<file path="config.mk">
export PLATFORM = sky130hd
export DESIGN_NAME = mul3_result_acc_flat
export DESIGN_NICKNAME = d
export VERILOG_FILES = /design/src/rtl/mul3_pkg.sv /design/src/rtl/mul3_result_acc_if.sv /design/src/rtl/mul3_result_acc_dp.sv /design/src/rtl/mul3_result_acc.sv /design/src/flat_wrapper.sv
export SDC_FILE = /design/constraint.sdc
export NUM_CORES = 1
export LEC_CHECK = 0
export BUFFER_PORTS_ARGS = -buffer_cell sky130_fd_sc_hd__buf_2
export CAP_MARGIN = 20
export CELL_PAD_IN_SITES_DETAIL_PLACEMENT = 1
export CELL_PAD_IN_SITES_GLOBAL_PLACEMENT = 1
export CORE_UTILIZATION = 30
export DETAILED_ROUTE_END_ITERATION = 16
export GPL_ROUTABILITY_DRIVEN = 0
export PLACE_DENSITY_LB_ADDON = 0.2
export SETUP_SLACK_MARGIN = 0.3
export SKIP_LAST_GASP = 1
export SYNTH_ARGS = -nofsm -noshare
export SYNTH_HDL_FRONTEND = slang
export SYNTH_SLANG_ARGS = --single-unit
</file>
<file path="constraint.sdc">
create_clock -name clk -period 2.1 [get_ports clk]
set_input_delay 0.105 -clock clk [delete_from_list [all_inputs] [get_ports clk]]
set_output_delay 0.105 -clock clk [all_outputs]
set_load 0.02 [all_outputs]
</file>
<file path="src/rtl/mul3_pkg.sv">
// Shared state encoding, default widths and the accumulator add helper
// for the mul3 result accumulator.
package mul3_pkg;

    localparam int unsigned PW_DEF    = 14;
    localparam int unsigned ACC_W_DEF = 24;
    localparam int unsigned CW_DEF    = 8;

    // Widest accumulator the add helper supports.
    localparam int unsigned ADD_MAX_W = 64;

    localparam logic [1:0] ST_IDLE = 2'd0;
    localparam logic [1:0] ST_ACC  = 2'd1;
    localparam logic [1:0] ST_DONE = 2'd2;

    typedef enum logic [1:0] {
        IDLE = ST_IDLE,
        ACC  = ST_ACC,
        DONE = ST_DONE
    } state_e;

    typedef struct packed {
        logic                 carry;
        logic [ADD_MAX_W-1:0] sum;
    } add_res_t;

    // Adds two operands that both fit in w bits. carry reports an overflow out
    // of w bits; sum is truncated to w bits, or pinned at 2^w-1 when sat is set.
    function automatic add_res_t sat_add(
        input logic [ADD_MAX_W-1:0] a,
        input logic [ADD_MAX_W-1:0] b,
        input int unsigned          w,
        input logic                 sat
    );
        logic [ADD_MAX_W:0]   full;
        logic [ADD_MAX_W-1:0] mask;
        add_res_t             r;
        full    = {1'b0, a} + {1'b0, b};
        mask    = (ADD_MAX_W'(1) << w) - ADD_MAX_W'(1);
        r.carry = |(full & ~{1'b0, mask});
        r.sum   = full[ADD_MAX_W-1:0] & mask;
        if (sat && r.carry) begin
            r.sum = mask;
        end
        return r;
    endfunction

endpackage

</file>
<file path="src/rtl/mul3_result_acc_if.sv">
// Handshake bundle between the product source, the accumulator and the
// result consumer.
interface mul3_result_acc_if
    import mul3_pkg::*;
#(
    parameter int unsigned PW    = PW_DEF,
    parameter int unsigned ACC_W = ACC_W_DEF,
    parameter int unsigned CW    = CW_DEF
);

    logic             start;
    logic [CW-1:0]    len;
    logic [PW-1:0]    p_in;
    logic             in_valid;
    logic             in_ready;
    logic             out_ready;
    logic             out_valid;
    logic [ACC_W-1:0] sum_out;
    logic [PW-1:0]    max_out;
    logic [CW-1:0]    cnt_out;
    logic             ovf;

    modport master (
        output start, len, p_in, in_valid, out_ready,
        input  in_ready, out_valid, sum_out, max_out, cnt_out, ovf
    );

    modport slave (
        input  start, len, p_in, in_valid, out_ready,
        output in_ready, out_valid, sum_out, max_out, cnt_out, ovf
    );

endinterface

</file>
<file path="src/rtl/mul3_result_acc_dp.sv">
// Accumulator datapath: running sum, maximum, sample count and sticky overflow.
// Define MUL3_ACC_SAT_EN to saturate the sum instead of wrapping it.
module mul3_acc_dp
    import mul3_pkg::*;
#(
    parameter int unsigned PW    = PW_DEF,
    parameter int unsigned ACC_W = ACC_W_DEF,
    parameter int unsigned CW    = CW_DEF
) (
    input  logic             clk,
    input  logic             rst_n,
    input  logic             clr,
    input  logic             acc_en,
    input  logic [PW-1:0]    p_in,
    output logic [ACC_W-1:0] sum_q,
    output logic [PW-1:0]    max_q,
    output logic [CW-1:0]    cnt_q,
    output logic             ovf_q
);

`ifdef MUL3_ACC_SAT_EN
    localparam logic SAT_EN = 1'b1;
`else
    localparam logic SAT_EN = 1'b0;
`endif

    logic [ACC_W-1:0] sum_d;
    logic [PW-1:0]    max_d;
    logic [CW-1:0]    cnt_d;
    logic             ovf_d;
    add_res_t         add_r;
    logic             unused_add_hi;

    assign add_r         = sat_add(ADD_MAX_W'(sum_q), ADD_MAX_W'(p_in), ACC_W, SAT_EN);
    assign unused_add_hi = ^(add_r.sum >> ACC_W);

    always_comb begin
        sum_d = sum_q;
        max_d = max_q;
        cnt_d = cnt_q;
        ovf_d = ovf_q;
        if (clr) begin
            sum_d = '0;
            max_d = '0;
            cnt_d = '0;
            ovf_d = 1'b0;
        end else if (acc_en) begin
            // A saturated sum stays pinned: any further non-zero add carries again.
            sum_d = add_r.sum[ACC_W-1:0];
            cnt_d = cnt_q + CW'(1);
            ovf_d = ovf_q | add_r.carry;
            if (p_in > max_q) begin
                max_d = p_in;
            end
        end
    end

    always_ff @(posedge clk or negedge rst_n) begin
        if (!rst_n) begin
            sum_q <= '0;
            max_q <= '0;
            cnt_q <= '0;
            ovf_q <= 1'b0;
        end else begin
            sum_q <= sum_d;
            max_q <= max_d;
            cnt_q <= cnt_d;
            ovf_q <= ovf_d;
        end
    end

endmodule

</file>
<file path="src/rtl/mul3_result_acc.sv">
// Reduces a run of multiplier products to sum/max/count/overflow statistics.
// Define MUL3_ACC_SAT_EN to saturate the sum instead of wrapping it.
module mul3_result_acc
    import mul3_pkg::*;
#(
    parameter int unsigned PW    = PW_DEF,
    parameter int unsigned ACC_W = ACC_W_DEF,
    parameter int unsigned CW    = CW_DEF
) (
    input  logic             clk,
    input  logic             rst_n,
    mul3_result_acc_if.slave bus
);

    state_e        state_q, state_d;
    logic [CW-1:0] len_q, len_d;
    logic          in_ready_q, in_ready_d;
    logic          out_valid_q, out_valid_d;
    logic          clr;
    logic          acc_en;

    logic [ACC_W-1:0] sum_q;
    logic [PW-1:0]    max_q;
    logic [CW-1:0]    cnt_q;
    logic             ovf_q;

    always_comb begin
        state_d = state_q;
        len_d   = len_q;
        clr     = 1'b0;
        acc_en  = 1'b0;
        case (state_q)
            IDLE: begin
                if (bus.start && (bus.len != '0)) begin
                    len_d   = bus.len;
                    clr     = 1'b1;
                    state_d = ACC;
                end
            end
            ACC: begin
                if (bus.in_valid && in_ready_q) begin
                    acc_en = 1'b1;
                    if ((cnt_q + CW'(1)) == len_q) begin
                        state_d = DONE;
                    end
                end
            end
            DONE: begin
                if (bus.out_ready) begin
                    state_d = IDLE;
                end
            end
            default: state_d = IDLE;
        endcase
        // Handshake outputs are registered copies of the next-state decode.
        in_ready_d  = (state_d == ACC);
        out_valid_d = (state_d == DONE);
    end

    always_ff @(posedge clk or negedge rst_n) begin
        if (!rst_n) begin
            state_q     <= IDLE;
            len_q       <= '0;
            in_ready_q  <= 1'b0;
            out_valid_q <= 1'b0;
        end else begin
            state_q     <= state_d;
            len_q       <= len_d;
            in_ready_q  <= in_ready_d;
            out_valid_q <= out_valid_d;
        end
    end

    mul3_acc_dp #(
        .PW    (PW),
        .ACC_W (ACC_W),
        .CW    (CW)
    ) u_dp (
        .clk    (clk),
        .rst_n  (rst_n),
        .clr    (clr),
        .acc_en (acc_en),
        .p_in   (bus.p_in),
        .sum_q  (sum_q),
        .max_q  (max_q),
        .cnt_q  (cnt_q),
        .ovf_q  (ovf_q)
    );

    assign bus.in_ready  = in_ready_q;
    assign bus.out_valid = out_valid_q;
    assign bus.sum_out   = sum_q;
    assign bus.max_out   = max_q;
    assign bus.cnt_out   = cnt_q;
    assign bus.ovf       = ovf_q;

endmodule

</file>
<file path="src/flat_wrapper.sv">
// flat-port wrapper written by rule: the top's interface ports become plain ports
module mul3_result_acc_flat import mul3_pkg::*;
#(
    parameter int unsigned PW    = PW_DEF,
    parameter int unsigned ACC_W = ACC_W_DEF,
    parameter int unsigned CW    = CW_DEF
)
  (clk, rst_n, bus_start, bus_len, bus_p_in, bus_in_valid, bus_out_ready, bus_in_ready, bus_out_valid, bus_sum_out, bus_max_out, bus_cnt_out, bus_ovf);
  mul3_result_acc_if #(.PW(PW), .ACC_W(ACC_W), .CW(CW)) bus_i ();
  input  logic clk;
  input  logic rst_n;
  input wire logic [$bits(bus_i.start)-1:0] bus_start;
  input wire logic [$bits(bus_i.len)-1:0] bus_len;
  input wire logic [$bits(bus_i.p_in)-1:0] bus_p_in;
  input wire logic [$bits(bus_i.in_valid)-1:0] bus_in_valid;
  input wire logic [$bits(bus_i.out_ready)-1:0] bus_out_ready;
  output wire logic [$bits(bus_i.in_ready)-1:0] bus_in_ready;
  output wire logic [$bits(bus_i.out_valid)-1:0] bus_out_valid;
  output wire logic [$bits(bus_i.sum_out)-1:0] bus_sum_out;
  output wire logic [$bits(bus_i.max_out)-1:0] bus_max_out;
  output wire logic [$bits(bus_i.cnt_out)-1:0] bus_cnt_out;
  output wire logic [$bits(bus_i.ovf)-1:0] bus_ovf;
  assign bus_i.start = bus_start;
  assign bus_i.len = bus_len;
  assign bus_i.p_in = bus_p_in;
  assign bus_i.in_valid = bus_in_valid;
  assign bus_i.out_ready = bus_out_ready;
  assign bus_in_ready = bus_i.in_ready;
  assign bus_out_valid = bus_i.out_valid;
  assign bus_sum_out = bus_i.sum_out;
  assign bus_max_out = bus_i.max_out;
  assign bus_cnt_out = bus_i.cnt_out;
  assign bus_ovf = bus_i.ovf;
  mul3_result_acc #(.PW(PW), .ACC_W(ACC_W), .CW(CW)) u_core (.clk(clk), .rst_n(rst_n), .bus(bus_i));
endmodule
</file>
=== Word-level counts from Yosys, hierarchy flattened ===
Cells that the tools add are included.

* Register bits after elaboration: 59
* Input bits: 27
* Output and inout bits: 49
* Word-level logic and storage cells: 44

* Add/subtract/negate cells: 2
* Magnitude comparators: 1
* Equality and inequality tests: 5
* Multiplexer cells: 18
* Bitwise logic cells: 1
* Reduce and logical (&&, ||, !) cells: 9

{| class="wikitable"
|+ Operators with widths
! kind !! count
|-
| two-way mux 24 bit || 2
|-
| two-way mux 14 bit || 3
|-
| OR reduction 41 bit || 1
|-
| adder 24 x 14 -> 25 bit || 1
|-
| two-way mux 8 bit || 2
|-
| greater-than comparator 14 bit || 1
|-
| adder 8 x 1 -> 8 bit, second input constant || 1
|-
| equality test 8 bit || 1
|-
| two-way mux 2 bit || 4
|-
| nonzero test 8 bit || 1
|-
| two-way mux 1 bit || 6
|-
| case mux 2 bit (3 select lines) || 1
|-
| equality test 2 x 1 -> 1 bit, second input constant || 2
|-
| equality test 2 bit, second input constant || 2
|-
| AND reduction 2 bit || 2
|-
| nonzero test 2 bit || 2
|-
| logical AND 1 bit || 2
|-
| logical NOT 2 bit || 1
|-
| OR 1 bit || 1
|}

=== Depth between registers and ports, before layout ===
* Word-level depth: 6
* Depth in mapped cells: 9
* Mapped depth without buffers: 8

=== Hierarchy ===
Synthesis repeated with hierarchy kept, for this count alone.

* Cells, all modules: 425
* Area total of the unflattened synthesis: 4,002.6 µm²

{| class="wikitable"
|+ Modules (own cells, without submodules)
! module !! instances !! cells each !! area an instance (µm²) !! sequential area each (µm²)
|-
| mul3_acc_dp || 1 || 355 || 3,254.4 || 1,176.1
|-
| mul3_result_acc || 1 || 70 || 748.2 || 300.3
|}

=== Least setup slack after synthesis ===
OpenSTA, ideal clock, no wires.

* Kind: register to register
* Start: reg u_core.u_dp.sum_q[0]
* End: reg u_core.u_dp.sum_q[16]
* Setup time: 0.128 ns
* Arrival time: 2.152 ns
* Required time: 1.972 ns
* Setup slack: -0.180 ns
* Cell stages (with the launch flop): 9
* Buffers on the path: 0
* Clock period less this slack: 2.280 ns
* Cells stage by stage: dfrtp_1 ha_1 fa_1 a21oi_1 o21ai_1 a21oi_1 o21ai_1 o211ai_1 mux2_1

* Longest elaborated chain between the ends: 3

{| class="wikitable"
|+ Ends and longest elaborated chain
! what !! RTL line !! source
|-
| from (decl) || mul3_result_acc_dp.sv:15 || <nowiki>output logic [ACC_W-1:0] sum_q,</nowiki>
|-
| from (signal assigned) || mul3_result_acc_dp.sv:65 || <nowiki>sum_q <= sum_d;</nowiki>
|-
| adder 24 x 14 -> 25 bit || mul3_pkg.sv:38 || <nowiki>full = {1'b0, a} + {1'b0, b};</nowiki>
|-
| two-way mux 24 bit || mul3_result_acc_dp.sv:47 || <nowiki>end else if (acc_en) begin</nowiki>
|-
| two-way mux 24 bit || mul3_result_acc_dp.sv:42 || <nowiki>if (clr) begin</nowiki>
|}

Every way passes these cells. The select of a mux whose other input is x is not followed.
A chain may end at the register's enable or synchronous reset.

=== Final worst setup path ===
Ends and elaborated chain as after synthesis.

==> results.sh <==
export IMPL_finalWirelength_mm=11.7
export IMPL_postLayoutCellArea_mm2=0.00563
export IMPL_top_layer_used="met4"
export IMPL_n_antenna_cell=0
export IMPL_syn_nets=461
export IMPL_grt_max_degree=38
export IMPL_crit_arrival_ps=2350
export IMPL_pwr_density_cell_mw_per_mm2=1480
export IMPL_place_area_mm2=0.00476
export IMPL_wl_met3_um=366
export IMPL_die_y_um=115
export IMPL_hpwlAfterDp_mm=8.31
export IMPL_path_buf_inv=0
export IMPL_clock_sinks=59
export IMPL_synth_top_cell_by_area="dfrtp_1"
export IMPL_fin_ws_ps=-35.3
export IMPL_final_util=0.461
export IMPL_syn_area_mm2=0.00382
export IMPL_slowest_stage="dfrtp_2"
export IMPL_post_place_ws_ps=-78.1
export IMPL_htreeDepth=3
export IMPL_cts_buffer_depth=2
export IMPL_clk_latency_ps=340
export IMPL_grt_pass1_wl_mm=18.4
export IMPL_final_antenna_net_count=0
export IMPL_layout_common_cells="buf_2, nand2_1, dfrtp_1"
export IMPL_antenna_found_initial=0
export IMPL_synth_top_family_by_area="simple AND/OR/NAND/NOR gates"
export IMPL_via_count=3439
export IMPL_cts_tree="built"
export IMPL_wl_per_cell_um=16.9
export IMPL_syn_inst=404
export IMPL_synth_compound_area_frac=0.151
export IMPL_crit_chain="ha_4 -> fa_2 -> a21oi_2 -> o21ai_2 -> a21oi_2 -> o21ai_2 -> o211ai_1 -> mux2_1"
export IMPL_violations="setup timing"
export IMPL_synth_fa_ha_area_frac=0.100
export IMPL_period_share=1.02
export IMPL_fmax_ghz=0.468
export IMPL_maxSlewViolCount=0
export IMPL_ys_seq_area_frac=0.386
export IMPL_slowest_delay_ps=420
export IMPL_num_rows=40
export IMPL_max_cap_violations=0
export IMPL_ys_ff_latch=59
export IMPL_cts_buffers=9
export IMPL_track_usage=0.183
export IMPL_path_clk_slew_ps=60
export IMPL_wl_met1_mm=5.33
export IMPL_final_layout_size_suffix_gt1_frac=0.507
export IMPL_crit_path_start_kind="register"
export IMPL_synth_warnings=0
export IMPL_tightest_slew_ps=453
export IMPL_power_leakage_nw=2.48
export IMPL_coreArea_mm2=0.0122
export IMPL_die_x_um=115
export IMPL_area_growth_pct=47.2
export IMPL_rsz0062_at_grt="true"
export IMPL_grt_ovfl_total=0
export IMPL_root_buffer="clkbuf_16"
export IMPL_outcome="complete, but fails checks"
export IMPL_relSlewSlack=0.697
export IMPL_drc=0
export IMPL_synth_mux_area_frac=0.0920
export IMPL_synth_area_leaders="dfrtp_1, ha_1, xnor2_1"
export IMPL_required_ps=2310
export IMPL_wl_met2_mm=5.81
export IMPL_synthFlopType="dfrtp_1"
export IMPL_hold_viol_final=0
export IMPL_hold_class="in -> reg"
export IMPL_dieArea_mm2=0.0132
export IMPL_end_kind="register"
export IMPL_synth_xor_area_frac=0.0710
export IMPL_avgSynthCellArea_um2=9.46
export IMPL_synth_top_cell_area_share=0.386
export IMPL_async_flop_share=1.00
export IMPL_path_max_fanout=2
export IMPL_path_class="reg -> reg"
export IMPL_final_setup_skew_ps=9.12
export IMPL_final_common_cell="buf_2"
export IMPL_fin_crit_ps=2140
export IMPL_start_util=0.313
export IMPL_synth_edf_count=0
export IMPL_finalSetupViolCount=9
export IMPL_ir_worst_vdd_v=0.000548
export IMPL_yosysUniqueCellTypes=53
export IMPL_hold_ws_ps=20.8
export IMPL_cp_top_family="compound AO/OA/AOI/OAI gates"
export IMPL_buffer_ports_inserted=75
export IMPL_pin_count=76
export IMPL_first_pass_iters=4
export IMPL_first_global_vias=3611
export IMPL_final_nets=575
export IMPL_drt_iter0_markers=131
export IMPL_yosys_area_share_simple=0.155
export IMPL_avgViaCountPerCell=4.98
## worst reg2reg max path: cells and delay by family, from the launching register on
| kind | cells | cell delay (ps) |
|---|---|---|
| flip-flops | 1 | 420 |
| AO/OA/AOI/OAI | 5 | 730 |
| multiplexers | 1 | 340 |
| adder cells (fa/ha/maj) | 2 | 520 |
## final cells by class
type                            instances  area (um2)
Fill cell                            1401        6590
Multi-Input combinational cell        306        2760
Sequential cell                        59        1500
Timing Repair Buffer                  119         800
Clock buffer                           13         250
Tap cell                              168         210
Inverter                               23        86.3
Clock inverter                          3        15.0
## stage by stage
| stage | cells | total power [mW] | TNS, ps |
|---|---|---|---|
| after floorplan | 404 | 4.82 | -507 |
| after global placement | 656 | 5.93 | 0 |
| after detailed placement | 656 | 6.05 | -115 |
| after CTS | 683 | 7.91 | -151 |
| after global routing | 691 | 8.93 | -2130 |
| final | 691 | 8.34 | -79.2 |
## routing by layer
layer / up-vias / global-route usage
met5: - / 0
met4: 0 / 0.0632
met3: 11 / 0.0390
met2: 62 / 0.312
met1: 1713 / 0.230
li1: 1653 / -
## flip-flops by register name, summed over array words and instances (netlist names)
register and count:
u_core.bus.out_valid 1, u_core.u_dp.max_q 14, u_core.u_dp.cnt_q 8, u_core.u_dp.sum_q 24
u_core.u_dp.ovf_q 1, u_core.state_q 2, u_core.len_q 8, u_core.bus.in_ready 1
## kinds of logic (layout without fill, tap and decap cells)
group,after synthesis,in the layout
AOI/OAI and AO/OA,89,89
xor gates and xnor gates,31,31
adders and majority gates,30,30
buffers and inverters,39,158
DFF,59,59
muxes,29,29
and+or+nand+nor,127,127
## what timing repair did
item,4_1_cts,5_1_grt
resized for setup,48,44
setup endpoints to repair,38,41
pin swaps,25,29
buffers inserted,10,7
gates cloned,0,1
endpoints found under the hold margin,59,0
hold buffers,1,0
## path summary, 6_finish.rpt
check / depth (start not counted) / start / slack, ps / end
worst min-delay path: 2 / bus_len[4] / 20 / u_core.len_q[4]
max in group asynchronous: 3 / rst_n / 1500 / u_core.u_dp.sum_q[13]
min in group asynchronous: 3 / rst_n / 290 / u_core.u_dp.max_q[2]
worst max-delay path: 8 / u_core.u_dp.sum_q[0] / -40 / u_core.u_dp.sum_q[16]
worst max register to register: 8 / u_core.u_dp.sum_q[0] / -40 / u_core.u_dp.sum_q[16]
worst min register to register: 1 / u_core.u_dp.sum_q[18] / 520 / u_core.u_dp.sum_q[18]
## Yosys cell counts (2+ instances only)
master and n:
mux2_2 8, mux2_1 5, nor2_1 38, o21bai_1 3, dfrtp_1 59, a31oi_1 2
a22o_1 2, inv_1 23, a21boi_1 2, xor2_1 10, nor3b_1 2, o31ai_1 2
nor3_1 4, and2_1 2, xnor2_1 21, buf_1 2, and3_1 4, nand3_1 12
mux2_4 9, o211ai_1 4, nand2_1 45, nand4_1 7, buf_2 6, o21ai_1 5
nor4_1 3, nor2b_1 3, a21o_1 2, a211oi_1 4, o22ai_1 10, ha_1 29
clkbuf_1 6, o21ai_0 21, a21oi_1 23, mux2i_1 7
## where the power goes
part / total [mW] / internal (mW) / leakage, nW / switching (mW)
sequential: 2.01 / 1.59 / 0.718 / 0.417
combinational: 4.98 / 2.40 / 1.63 / 2.59
clock: 1.35 / 0.825 / 0.133 / 0.528
total: 8.34 / 4.81 / 2.48 / 3.53
Note: power is estimated with default switching activity, not from simulation.
